`config.mk`:
```
export PLATFORM = sky130hd
export DESIGN_NAME = mem_port_arbiter
export DESIGN_NICKNAME = d
export VERILOG_FILES = /design/src/rtl/mem_port_arbiter.sv
export SDC_FILE = /design/constraint.sdc
export NUM_CORES = 1
export LEC_CHECK = 0
export BUFFER_PORTS_ARGS = -buffer_cell sky130_fd_sc_hd__buf_2
export CORE_MARGIN = 8
export CORE_UTILIZATION = 42
export CTS_BUF_LIST = sky130_fd_sc_hd__clkbuf_8
export DETAILED_ROUTE_END_ITERATION = 12
export GPL_ROUTABILITY_DRIVEN = 0
export HOLD_SLACK_MARGIN = 0.06
export PLACE_DENSITY = 0.85
export SETUP_SLACK_MARGIN = 0.2
export SLEW_MARGIN = 20
export SYNTH_ARGS = -nofsm -noshare
export SYNTH_HDL_FRONTEND = slang
export SYNTH_SLANG_ARGS = --single-unit
```
`constraint.sdc`:
```
create_clock -name clk -period 2 [get_ports clk]
set_input_delay 0 -clock clk [delete_from_list [all_inputs] [get_ports clk]]
set_output_delay 0 -clock clk [all_outputs]
set_load 0.005 [all_outputs]
```
`src/rtl/mem_port_arbiter.sv`:
```
// -----------------------------------------------------------------------------
// mem_port_arbiter
//
// Shares one single-outstanding memory port between an instruction-fetch
// requester (i_*) and a data requester (d_*). Data normally wins. A starvation
// counter forces a fetch win after STARVE_MAX consecutive data wins taken while
// fetch was waiting.
//
// Transaction flow: IDLE (arbitrate, latch winner) -> REQ (hold m_req until
// m_gnt) -> RESP (wait for m_rvalid) -> IDLE. The shortest transaction is
// three cycles.
//
// Ports
//   clk, rst_n                      clock, asynchronous active-low reset
//   i_req/i_addr                    fetch request and address
//   i_gnt/i_rvalid/i_rdata          fetch accept pulse, data-valid pulse, data
//   d_req/d_we/d_addr/d_wdata/d_be  data request (load or store)
//   d_gnt/d_rvalid/d_rdata          data accept pulse, load-data/store-ack, data
//   m_req/m_we/m_addr/m_wdata/m_be  latched request to the shared memory
//   m_gnt/m_rvalid/m_rdata          memory accept, response valid, read data
//   busy                            high whenever a transaction is in flight
// -----------------------------------------------------------------------------
module mem_port_arbiter #(
  parameter int ADDR_W     = 32,
  parameter int DATA_W     = 32,
  parameter int STARVE_MAX = 4
) (
  input  logic                clk,
  input  logic                rst_n,

  input  logic                i_req,
  input  logic [ADDR_W-1:0]   i_addr,
  output logic                i_gnt,
  output logic                i_rvalid,
  output logic [DATA_W-1:0]   i_rdata,

  input  logic                d_req,
  input  logic                d_we,
  input  logic [ADDR_W-1:0]   d_addr,
  input  logic [DATA_W-1:0]   d_wdata,
  input  logic [DATA_W/8-1:0] d_be,
  output logic                d_gnt,
  output logic                d_rvalid,
  output logic [DATA_W-1:0]   d_rdata,

  output logic                m_req,
  output logic                m_we,
  output logic [ADDR_W-1:0]   m_addr,
  output logic [DATA_W-1:0]   m_wdata,
  output logic [DATA_W/8-1:0] m_be,
  input  logic                m_gnt,
  input  logic                m_rvalid,
  input  logic [DATA_W-1:0]   m_rdata,

  output logic                busy
);

  localparam int BE_W  = DATA_W / 8;
  localparam int CNT_W = $clog2(STARVE_MAX + 1);
  localparam logic [CNT_W-1:0] STARVE_LIM = CNT_W'(STARVE_MAX);

  typedef enum logic [1:0] {
    IDLE = 2'd0,
    REQ  = 2'd1,
    RESP = 2'd2
  } state_e;

  typedef enum logic {
    OWN_DATA  = 1'b0,
    OWN_FETCH = 1'b1
  } owner_e;

  state_e             state_q, state_d;
  owner_e             owner_q, owner_d;
  logic [CNT_W-1:0]   starve_cnt_q, starve_cnt_d;
  logic               m_we_q, m_we_d;
  logic [ADDR_W-1:0]  m_addr_q, m_addr_d;
  logic [DATA_W-1:0]  m_wdata_q, m_wdata_d;
  logic [BE_W-1:0]    m_be_q, m_be_d;
  logic               fetch_win;

  // NOTE: every flop uses <= so all registers update from the same pre-edge
  // values; blocking assignments here would create order-dependent behaviour.
  always_ff @(posedge clk or negedge rst_n) begin
    if (!rst_n) begin
      state_q      <= IDLE;
      owner_q      <= OWN_DATA;
      starve_cnt_q <= '0;
      m_we_q       <= 1'b0;
      m_addr_q     <= '0;
      m_wdata_q    <= '0;
      m_be_q       <= '0;
    end else begin
      state_q      <= state_d;
      owner_q      <= owner_d;
      starve_cnt_q <= starve_cnt_d;
      m_we_q       <= m_we_d;
      m_addr_q     <= m_addr_d;
      m_wdata_q    <= m_wdata_d;
      m_be_q       <= m_be_d;
    end
  end

  // NOTE: every signal written below gets a default first, so no path through
  // the case statement can leave a value unassigned and infer a latch.
  always_comb begin
    state_d      = state_q;
    owner_d      = owner_q;
    starve_cnt_d = starve_cnt_q;
    m_we_d       = m_we_q;
    m_addr_d     = m_addr_q;
    m_wdata_d    = m_wdata_q;
    m_be_d       = m_be_q;
    i_gnt        = 1'b0;
    d_gnt        = 1'b0;
    i_rvalid     = 1'b0;
    d_rvalid     = 1'b0;

    // Fetch only beats a pending data request once it has been starved.
    fetch_win = i_req && (!d_req || (starve_cnt_q == STARVE_LIM));

    unique case (state_q)
      IDLE: begin
        if (i_req || d_req) begin
          state_d = REQ;
          if (fetch_win) begin
            owner_d      = OWN_FETCH;
            m_we_d       = 1'b0;
            m_addr_d     = i_addr;
            m_be_d       = '1;
            starve_cnt_d = '0;
          end else begin
            owner_d   = OWN_DATA;
            m_we_d    = d_we;
            m_addr_d  = d_addr;
            m_wdata_d = d_wdata;
            m_be_d    = d_be;
            // Only a data win that actually made fetch wait counts as starvation.
            if (i_req) begin
              starve_cnt_d = (starve_cnt_q == STARVE_LIM) ? STARVE_LIM
                                                          : starve_cnt_q + CNT_W'(1);
            end else begin
              starve_cnt_d = '0;
            end
          end
        end
      end

      REQ: begin
        // Grant is passed straight through so the requester sees it in the
        // same cycle the memory accepts.
        if (m_gnt) begin
          i_gnt   = (owner_q == OWN_FETCH);
          d_gnt   = (owner_q == OWN_DATA);
          state_d = RESP;
        end
      end

      RESP: begin
        if (m_rvalid) begin
          i_rvalid = (owner_q == OWN_FETCH);
          d_rvalid = (owner_q == OWN_DATA);
          state_d  = IDLE;
        end
      end

      default: state_d = IDLE;
    endcase
  end

  assign m_req   = (state_q == REQ);
  assign m_we    = m_we_q;
  assign m_addr  = m_addr_q;
  assign m_wdata = m_wdata_q;
  assign m_be    = m_be_q;
  assign busy    = (state_q != IDLE);

  // Read data is not registered; only the owner's rvalid qualifies it.
  assign i_rdata = m_rdata;
  assign d_rdata = m_rdata;

endmodule
```
==> run summary, run 1 <==
synthesized area - 3680 um^2
CTS Buffer Depth - 2
starting density of the core - 42.9%
Cells after Synth - 295
Halt Reason - [ERROR RSZ-0060] Max buffer count reached.
Failed at - clock tree synthesis (4_1_cts)
Synth top area share - 51.0%
number of port buffers - 181
Post-CTS Hold Buffers - 106
Synth top cells by count - 75 x dfrtp_1, 65 x buf_4, 32 x a221o_1, 32 x mux2_2, 31 x a21boi_0
Sink Count - 75
Area contributors post-synth - dfrtp_1 51%, buf_4 13%, mux2_2 9.8%, a221o_1 8.7%, a21boi_0 6.3%
# H-tree levels - 3
outcome - aborted with a tool error
IO Pins - 278
post_cts resized - 0
ys async rst share - 100%
Seq cells post-synth - 75
Root Driver - clkbuf_8
Die Width - 110 um
yosys synthesis warning count - 0
Die Height - 110 um
Post-Syn Nets - 436
Setup Fix Bufs, Post-CTS - 0
Post-synth EDFFs - 0
post-synth top area cell - dfrtp_1
syn avg cell area - 12.5 um^2
DP Area - 4210 um^2
hpwl dp - 7910 um
Distinct cells, synth - 34
most common cell in the netlist - dfrtp_1
sequential cell area fraction in the yosys report - 51.0%
Placement Rows - 34
CTS Buf Count - 9
ys flop type - dfrtp_1
==> through the flow <==
stage	util (%)	instances	setup WS [ns]	hold WS [ns]
3_5_place_dp	49.0	509	0.217	0.0000507
2_1_floorplan	-	295	0.393	-0.296
3_3_place_gp	49.0	509	0.278	0.0000507
==> cell families after synthesis <==
family                   Yosys count  share of synthesized area [%]
AND/OR/NAND/NOR                   20                           3.09
adder cells (fa/ha/maj)            2                          0.679
multiplexers                      32                           9.79
AO/OA/AOI/OAI                     77                           18.2
flip-flops                        75                           51.0
buffers and inverters             89                           17.3
==> inputs of run 2 (changes only) <==
CORE_UTILIZATION = 40   (was 42)
CTS_BUF_LIST = not set   (was sky130_fd_sc_hd__clkbuf_8)
HOLD_SLACK_MARGIN = not set   (was 0.06)
PLACE_DENSITY = not set   (was 0.85)
PLACE_DENSITY_LB_ADDON = 0.15   (was not set)
SETUP_SLACK_MARGIN = not set   (was 0.2)
==> run summary, run 2 <==
post_cts resized - 0
first-pass detailed-route iteration total - 4
starting density of the core - 40.6%
CTS Buf Count - 9
post-synth top area cell - dfrtp_1
Peak supply drop - 686 uV
Die ar. - 12500 um^2
fin. max-slew vios - 0
Inst Count DP - 514
GRT Total Usage - 19.0%
setup TNS - 0 ns
Placement Rows - 35
Cell Int Power - 4.53 mW
synthesized area - 3680 um^2
Setup violations, final - 0
Slew @ Worst Pin - 0.509 ns
Die Width - 112 um
Initial DRC Count - 91
sequential share of power - 38.7%
Synth top cells by count - 75 x dfrtp_1, 65 x buf_4, 32 x a221o_1, 32 x mux2_2, 31 x a21boi_0
ys async rst share - 100%
syn avg cell area - 12.5 um^2
drt via density - 4.84
Distinct cells, synth - 34
nets - 661
area of the multi-input gates - 1170 um^2
Post-Syn Nets - 436
M1 GR Usage - 19.4%
Area Growth Syn to Fin - 48.9%
initial antenna violation count - 0
DRC - 0
CP max FO - 21
most common cell after layout, fill and taps aside - buf_2
Synth top area share - 51.0%
total power per unit cell area - 1240 nW/um^2
Wirelength per Cell - 18.0 um
core area - 9060 um^2
worst setup margin - 0.300 ns
share of cells above drive strength 1 - 46.5%
Die Height - 112 um
max cap viols - 0
Psw - 2.30 mW
via count - 3078
# H-tree levels - 3
Root Driver - clkbuf_8
sequential cell area fraction in the yosys report - 51.0%
dpl ws - 0.308 ns
Final Skew - 0.00829 ns
Area contributors post-synth - dfrtp_1 51%, buf_4 13%, mux2_2 9.8%, a221o_1 8.7%, a21boi_0 6.3%
CTS clk-pin slew, worst paths - 0.08 ns
CTS Buffer Depth - 2
fillers - 742
RSZ-0062 raised after global routing - no
logic gate share of total power - 44.6%
first-pass GRT wire length - 19100 um
CP startpoint kind - flip-flop
largest net degree at the start of global routing - 39
clk_lat worst skew - 0.34 ns
CTS tree - yes
vias in the first global route - 3663
Seq cells post-synth - 75
Switching Share - 33.7%
Tcrit/Tclk final - 85.0%
HP Class - input pin to primary output
final std cells w/o fill - 636
Cells after Synth - 295
met3 Use GR - 5.36%
Worst Path Arrival - 1.97 ns
GR peak layer - met2
Sink Count - 75
Fin. Hold Viols - 0
most common cell in the netlist - dfrtp_1
Post-synth EDFFs - 0
Required @ worst endpoint - 2.27 ns
Slew headroom - 66.1%
antenna viol nets, final - 0
hpwl dp - 7850 um
Clk pwr share - 16.7%
ys flop type - dfrtp_1
ANT cells - 0
Leak - 2.64 nW
sequential standard cell area - 1880 um^2
critical path class - flip-flop to flip-flop
number of port buffers - 181
most frequent cells in the layout - 180 x buf_2, 106 x dlygate4sd3_1, 75 x dfrtp_1
yosys synthesis warning count - 0
GRT met2 Usage - 34.2%
outcome - complete, no violations
global route total overflow - 0
maximum clock frequency - 588 MHz
routed wire length - 11500 um
Final min period - 1.70 ns
Worst setup EP type - flip-flop
IO Pins - 278
run 2: cell counts after synthesis:
Identical to the previous run, type by type.
run 2: kinds of logic after synthesis:
family,share of synthesized area (%)
and+or+nand+nor,3.09
adders and majority gates,0.679
buffers and inverters,17.3
muxes,9.79
DFF,51.0
AOI/OAI and AO/OA,18.2
run 2: power groups by stage:
stage / registers [mW] / clock network, mW / logic, mW
2_1_floorplan: 2.70 / 0 / 1.67
3_3_place_gp: 2.64 / 0 / 2.87
3_5_place_dp: 2.66 / 0 / 2.92
4_1_cts: 2.64 / 1.19 / 3.09
5_1_grt: 2.75 / 1.26 / 3.36
6_report: 2.64 / 1.14 / 3.04
run 2: stage by stage:
step	hold WS, ns	power [mW]	area [um^2]	utilization (%)
6_report	0.00000247	6.82	5480	60.5
3_5_place_dp	0.0000507	5.58	4230	46.7
4_1_cts	0.0000507	6.93	5480	60.5
3_3_place_gp	0.0000507	5.51	4230	46.7
2_1_floorplan	-0.296	4.37	3680	-
5_1_grt	0.0000120	7.37	5480	60.5
run 2: critical path, stage by stage (launching register included):
cell      delay [ns]
dfrtp_1         0.43
nor2_2          0.22
buf_4           0.20
inv_2           0.06
a211oi_4        0.22
buf_4           0.31
a221o_1         0.20
run 2: path summary, 6_finish.rpt:
kind,start,cells after the start,end,slack (ns)
min in group asynchronous,rst_n,2,m_addr[24],0.16
max,state_q[0],6,m_addr[31],0.30
max reg2reg,state_q[0],6,m_addr[31],0.30
min,m_rdata[16],0,d_rdata[16],0.000002
min reg2reg,m_be[2],1,m_be[2],0.49
max in group asynchronous,rst_n,3,m_wdata[28],1.26
run 2: final cells by class:
type | count | area share [%]
Tap cell | 111 | 2.53
Inverter | 6 | 0.411
Clock inverter | 7 | 1.26
Clock buffer | 9 | 2.26
Sequential cell | 75 | 34.2
Multi-Input combinational cell | 131 | 21.3
Timing Repair Buffer | 297 | 38.0
run 2: per-layer routing:
metal / vias up / wire (um) / share of wire (%)
li1: 1448 / - / -
met1: 1455 / 4150 / 36
met2: 135 / 6010 / 52
met3: 40 / 843 / 7.3
met4: 0 / 460 / 4.0
met5: - / 0 / 0
run 2: what timing repair did:
item / in CTS / in global routing
buffers inserted: 0 / 0
hold endpoints to repair: 110 / 0
hold buffers: 106 / 0
(Power assumes the default switching activity.)
